File: src/rtl/deserializador_if.sv
// Serial-in / word-out bus between a bit source and the deserializador.
// Feature macro: DESERIALIZADOR_PARITY_EN adds the parity_err_out flag.
interface deserializador_if;
    logic       data_in;
    logic       write_in;
    logic       ack_in;
    logic [7:0] data_out;
    logic       data_ready;
    logic       status_out;
`ifdef DESERIALIZADOR_PARITY_EN
    logic       parity_err_out;

    modport master (
        output data_in, write_in, ack_in,
        input  data_out, data_ready, status_out, parity_err_out
    );

    modport slave (
        input  data_in, write_in, ack_in,
        output data_out, data_ready, status_out, parity_err_out
    );
`else
    modport master (
        output data_in, write_in, ack_in,
        input  data_out, data_ready, status_out
    );

    modport slave (
        input  data_in, write_in, ack_in,
        output data_out, data_ready, status_out
    );
`endif
endinterface

File: src/rtl/deserializador.sv
// deserializador: assembles serial bits (MSB first) into 8-bit words on a
// 100 kHz enable derived from clock1M, holding each word until acknowledged.
// Feature macro: DESERIALIZADOR_PARITY_EN -- each word carries a 9th
// even-parity bit; bad words are dropped and flagged on parity_err_out.
module deserializador (
    input logic             clock1M,
    input logic             reset,
    deserializador_if.slave bus
);

`ifdef DESERIALIZADOR_PARITY_EN
    // All eight data bits are kept; the parity bit is checked, never stored.
    localparam int         ShiftW  = 8;
    localparam logic [3:0] LastBit = 4'd8;
`else
    // The eighth bit goes straight from data_in into the word, so seven suffice.
    localparam int         ShiftW  = 7;
    localparam logic [3:0] LastBit = 4'd7;
`endif

    typedef enum logic {
        RECEIVE,
        READY
    } stateT;

    stateT             state_q, state_d;
    logic [3:0]        divCount_q, divCount_d;
    logic              tick;
    logic [3:0]        bitCnt_q, bitCnt_d;
    logic [ShiftW-1:0] shiftReg_q, shiftReg_d;
    logic [7:0]        dataOut_q, dataOut_d;
    logic              dataReady_q, dataReady_d;
`ifdef DESERIALIZADOR_PARITY_EN
    logic              parityErr_q, parityErr_d;
    logic              parityOk;
`endif

    assign tick = (divCount_q == 4'd9);

    // Divide-by-10 enable counter: wraps after 9, the cycle that raises tick.
    always_comb begin
        divCount_d = tick ? 4'd0 : divCount_q + 4'd1;
    end

    // Next-state logic; nothing moves except on a tick edge.
    always_comb begin
        state_d     = state_q;
        bitCnt_d    = bitCnt_q;
        shiftReg_d  = shiftReg_q;
        dataOut_d   = dataOut_q;
        dataReady_d = dataReady_q;
`ifdef DESERIALIZADOR_PARITY_EN
        parityErr_d = parityErr_q;
        parityOk    = ~(^{shiftReg_q, bus.data_in});
`endif
        if (tick) begin
`ifdef DESERIALIZADOR_PARITY_EN
            parityErr_d = 1'b0;
`endif
            case (state_q)
                RECEIVE: begin
                    if (bus.write_in) begin
                        if (bitCnt_q == LastBit) begin
                            bitCnt_d = 4'd0;
`ifdef DESERIALIZADOR_PARITY_EN
                            if (parityOk) begin
                                dataOut_d   = shiftReg_q;
                                dataReady_d = 1'b1;
                                state_d     = READY;
                            end else begin
                                parityErr_d = 1'b1;
                            end
`else
                            shiftReg_d  = {shiftReg_q[ShiftW-2:0], bus.data_in};
                            dataOut_d   = {shiftReg_q, bus.data_in};
                            dataReady_d = 1'b1;
                            state_d     = READY;
`endif
                        end else begin
                            shiftReg_d = {shiftReg_q[ShiftW-2:0], bus.data_in};
                            bitCnt_d   = bitCnt_q + 4'd1;
                        end
                    end
                end
                READY: begin
                    if (bus.ack_in) begin
                        dataReady_d = 1'b0;
                        state_d     = RECEIVE;
                    end
                end
            endcase
        end
    end

    // State registers with synchronous reset taking priority over everything.
    always_ff @(posedge clock1M) begin
        if (reset) begin
            divCount_q  <= 4'd0;
            state_q     <= RECEIVE;
            bitCnt_q    <= 4'd0;
            shiftReg_q  <= '0;
            dataOut_q   <= 8'h00;
            dataReady_q <= 1'b0;
`ifdef DESERIALIZADOR_PARITY_EN
            parityErr_q <= 1'b0;
`endif
        end else begin
            divCount_q  <= divCount_d;
            state_q     <= state_d;
            bitCnt_q    <= bitCnt_d;
            shiftReg_q  <= shiftReg_d;
            dataOut_q   <= dataOut_d;
            dataReady_q <= dataReady_d;
`ifdef DESERIALIZADOR_PARITY_EN
            parityErr_q <= parityErr_d;
`endif
        end
    end

    assign bus.data_out   = dataOut_q;
    assign bus.data_ready = dataReady_q;
    assign bus.status_out = (state_q == RECEIVE);
`ifdef DESERIALIZADOR_PARITY_EN
    assign bus.parity_err_out = parityErr_q;
`endif

endmodule

File: src/flat_wrapper.sv
// flat-port wrapper written by rule: the top's interface ports become plain ports
module deserializador_flat 
  (clock1M, reset, bus_data_in, bus_write_in, bus_ack_in, bus_data_out, bus_data_ready, bus_status_out);
  deserializador_if bus_i ();
  input logic clock1M;
  input logic reset;
  input wire logic [$bits(bus_i.data_in)-1:0] bus_data_in;
  input wire logic [$bits(bus_i.write_in)-1:0] bus_write_in;
  input wire logic [$bits(bus_i.ack_in)-1:0] bus_ack_in;
  output wire logic [$bits(bus_i.data_out)-1:0] bus_data_out;
  output wire logic [$bits(bus_i.data_ready)-1:0] bus_data_ready;
  output wire logic [$bits(bus_i.status_out)-1:0] bus_status_out;
  assign bus_i.data_in = bus_data_in;
  assign bus_i.write_in = bus_write_in;
  assign bus_i.ack_in = bus_ack_in;
  assign bus_data_out = bus_i.data_out;
  assign bus_data_ready = bus_i.data_ready;
  assign bus_status_out = bus_i.status_out;
  deserializador u_core (.clock1M(clock1M), .reset(reset), .bus(bus_i));
endmodule
File: config.mk
export PLATFORM = sky130hd
export DESIGN_NAME = deserializador_flat
export DESIGN_NICKNAME = d
export VERILOG_FILES = /design/src/rtl/deserializador_if.sv /design/src/rtl/deserializador.sv /design/src/flat_wrapper.sv
export SDC_FILE = /design/constraint.sdc
export NUM_CORES = 1
export LEC_CHECK = 0
export CAP_MARGIN = 20
export CORE_UTILIZATION = 46
export CTS_BUF_LIST = sky130_fd_sc_hd__clkbuf_16
export DETAILED_ROUTE_END_ITERATION = 7
export PLACE_DENSITY = 0.72
export SLEW_MARGIN = 15
export SYNTH_ARGS = -nofsm -noshare
export SYNTH_HDL_FRONTEND = slang
export SYNTH_SLANG_ARGS = --single-unit
File: constraint.sdc
create_clock -name clock1M -period 1.63 [get_ports clock1M]
set_input_delay 0.2445 -clock clock1M [delete_from_list [all_inputs] [get_ports clock1M]]
set_output_delay 0.2445 -clock clock1M [all_outputs]
set_load 0.05 [all_outputs]
# == Word level (Yosys, flattened, before mapping) ==
# Index checks and enable logic that the tools add are counted.
# totals
output_inout_bits,10
reg_bits,25
ram_bits,0
latch_bits,0
n_memories,0
inputBits,5
elab_cells,27
mem_bits_ro,0
# op_classes
reduce_logical,4
n_bitwise,1
order_cmp,0
div,0
mul,0
mux,9
add_sub_neg,2
n_eq_ne,5
n_shift,0
# op_table
operator,count
$add A4 B1 Y4 const B,2
$reduce_and A4 Y1,2
$mux W1,6
$eq A4 B3 Y1 const B,1
$eq A4 B4 Y1 const B,1
$mux W4,1
$ne A2 B2 Y1 const B,2
$pmux W1 S2,2
$reduce_and A3 Y1,1
$ne A2 B1 Y1 const B,1
$reduce_or A2 Y1,1
$not A1 Y1,1

# == Logic depth before layout (Yosys ltp) ==
# depth
ltp_word,4
mapped_depth,6
mapped_depth_nobuf,5

# == Least setup slack after synthesis ==
# Ideal clock, no wire load.
# synth_path
path_kind,register -> register
startpoint,register u_core.divCount_q[0]
endpoint,"register u_core.dataOut_q[0], in the netlist u_core.bus.data_out[0]"
required_ns,1.509
arrival_ns,1.412
stages_incl_launch_ff,6
setup_ns,0.121
setup_slack_ns,0.097
cell_sequence,dfxtp_1 ha_1 nand4b_4 or4_1 buf_2 mux2i_1
# synth_between
elab_chain_cells,2
# synth_rtl
element,line_no,rtl
from (decl),deserializador.sv:27,"logic [3:0] divCount_q, divCount_d;"
from (signal assigned),deserializador.sv:108,divCount_q <= divCount_d;
$eq A4 B4 Y1,deserializador.sv:38,assign tick = (divCount_q == 4'd9);
$reduce_and A4 Y1 (no source line),-,
to (signal assigned),deserializador.sv:112,dataOut_q <= dataOut_d;
to (decl),deserializador.sv:31,"logic [7:0] dataOut_q, dataOut_d;"
# No other way between the ends.
# A chain may end at the register's enable or synchronous reset.

# == Worst setup path after layout ==
# layout_path
startpoint,register u_core.bitCnt_q[1]
endpoint,register u_core.bitCnt_q[2]
# layout_between
elab_chain_cells,2
# layout_rtl
element,line_no,rtl
from (decl),deserializador.sv:29,"logic [3:0] bitCnt_q, bitCnt_d;"
from (signal assigned),deserializador.sv:110,bitCnt_q <= bitCnt_d;
$add A4 B1 Y4 or $eq A4 B3 Y1 (tied branches),"deserializador.sv:81, deserializador.sv:63",
$mux W4 (*),deserializador.sv:63,if (bitCnt_q == LastBit) begin
# Every way passes the cells marked *; elsewhere a longest branch is shown, timed or not.

==> run summary <==
status: complete, no violations
Worst EP arrival: 1.69 ns
Synth Cell Area: 1040 sq um
Clk pin slew, worst setup/hold paths: 0.06 ns
ys flop type: dfxtp_1
fillers: 178
#FFs+latches synth: 25
Final Hold Viols: 0
final worst slack: 0.0845 ns
worst slew pin tran: 0.286 ns
setup_tns: 0 ns
vias per cell: 5.25
count leader, synth: dfxtp_1
ys async rst share: 0%
Final Skew: 0.00540 ns
clock root buffer: clkbuf_16
Pwr per Cell Area: 898 nW/um^2
maximum vdd drop: 0.000761 V
Post-Syn Nets: 114
Final setup viols: 0
hold_buf cts: 0
row count: 16
P&R area growth vs syn: 32.0%
global-route wire length before repair: 3570 um
Synth area leader: dfxtp_1
CTS H-tree depth: 1
Initial Utilization: 50.7%
share of cells above drive strength 1: 25.8%
Max stage delay on crit path: 0.37 ns
relative slew slack: 80.7%
initial antenna violation count: 0
crit path kind: flip-flop to flip-flop
crit start category: flip-flop
Post-Syn Area per Cell: 9.77 sq um
Final Critical Period: 1.55 ns
Leakage: 0.572 nW
post-synth cell types: 26
n_diodes: 0
Buf/Inv on CP: 2
Core ar.: 2040 sq um
Finished Cell Area: 1370 sq um
GRT Total Usage: 19.1%
area post-placement: 1250 sq um
TritonCTS buffer count: 3
Post-synth top cells: 25 x dfxtp_1, 24 x nand2_1, 17 x mux2i_1
Die Ht: 49.5 um
post-route DRC violation count: 0
Post-synth EDFFs: 0
largest net degree at the start of global routing: 20
worst hold path type: flip-flop to flip-flop
Synth top area share: 48.3%
Max FO, Critical Path: 3
required time worst endpoint: 1.78 ns
kind of cell adding the most delay to the critical path: flip-flops
# Max-Cap Violations: 0
Ys Warns: 0
synth top area cells: dfxtp_1 48%, mux2i_1 16%, nand2_1 8.7%
area of the die: 2450 sq um
Synth Instances: 106
CP Cell Sequence: ha_1 > inv_1 > buf_4 > nor4_4 > mux2_2
NumNets Final: 141
maximum root-to-sink buffer count: 2
fin. max-slew vios: 0
FMAX: 0.647 GHz
register area share after synthesis: 48.3%
Wirelength per Cell: 13.1 um
pre-CTS setup slack: -0.0286 ns
die width: 49.5 um
Crit-path slowest cell: dfxtp_1
global placement routability congestion: 0.751
port bufs: 14
clk_lat worst skew: 0.26 ns
Routed WL: 2080 um
CTS tree: built
drt pass-1 iters: 4
Clock Sinks: 25
DR vias: 835
Initial DRC Count: 17
number of global-route vias before repair: 810
num ports: 15
grt ovf: 0
Tcrit/Tclk final: 94.8%
detailed placement HPWL: 1460 um
CP Capture Type: flip-flop
ANT nets after route: 0
[through the flow]
step                instances  hold WS (ns)  utilization, %  power, mW
floorplan                 106         0.406               -      0.670
global placement          154         0.446            61.4      0.698
detailed placement        154         0.457            61.4      0.700
CTS                       158         0.467            65.6       1.23
global route              159         0.490            67.0       1.27
finish                    159         0.461            67.0       1.23
[power breakdown]
part	switching, mW	internal (mW)	total (mW)
clock	0.207	0.330	0.537
combinational	0.0354	0.0339	0.0693
sequential	0.00501	0.617	0.622
total	0.247	0.981	1.23
[layout make-up]
class                           count  area [sq um]  share of cell area, %
Tap cell                           27          33.8                   2.47
Inverter                            6          22.5                   1.65
Timing Repair Buffer               27           210                   15.4
Clock buffer                        3          75.1                   5.49
Multi-Input combinational cell     70           520                   38.1
Clock inverter                      1          5.00                  0.366
Sequential cell                    25           500                   36.6
[worst paths after layout]
path                                from                     end  slack [ns]  cells after the start
setup / recovery      u_core.bitCnt_q[1]      u_core.bitCnt_q[2]        0.08                      5
hold / removal    u_core.bus.data_out[4]  u_core.bus.data_out[4]        0.46                      2
setup reg to reg      u_core.bitCnt_q[1]      u_core.bitCnt_q[2]        0.08                      5
hold reg to reg   u_core.bus.data_out[4]  u_core.bus.data_out[4]        0.46                      2
[kinds of logic after synthesis]
group           Yosys count  synth area share [%]
simple gates             42                  21.0
flops                    25                  48.3
mux                      18                  17.5
buf+inv                  11                  4.23
compound gates            7                  5.31
fa+ha+maj                 3                  3.62
[repair_timing]
action / 4_1_cts / 5_1_grt
pin swaps: 0 / 1
buffers inserted: 0 / 0
resized for setup: 1 / 6
setup endpoints to repair: 1 / 15
gates cloned: 0 / 1
[worst reg2reg max path: stages (launching register included)]
cell     delay (ns)
dfxtp_1        0.37
ha_1           0.20
inv_1          0.06
buf_4          0.15
nor4_4         0.29
mux2_2         0.37
[per-layer routing]
| metal | GRT usage, % | wire [um] | up-vias |
|---|---|---|---|
| li1 | - | - | 422 |
| met1 | 22.4 | 960 | 396 |
| met2 | 34.9 | 1040 | 13 |
| met3 | 2.78 | 47 | 4 |
| met4 | 7.14 | 25 | 0 |
| met5 | 0 | 0 | - |
[flip-flops by register name, summed over array words and instances, names as in the netlist]
signal / count
u_core.state_q: 1
u_core.divCount_q: 4
u_core.bitCnt_q: 4
u_core.bus.data_ready: 1
u_core.shiftReg_q: 7
u_core.bus.data_out: 8
[cell usage in the layout (no fill, tap or decap), types with 2 or more instances in the layout]
cell / count
nor3_1: 2
ha_1: 2
mux2i_1: 17
clkdlybuf4s50_1: 4
nand2_1: 24
nand2b_1: 2
nand3_1: 3
clkbuf_16: 3
nor2_1: 2
inv_1: 6
buf_4: 22
dfxtp_1: 25
a21oi_1: 2
No activity file was read; power rests on OpenSTA's default activity.
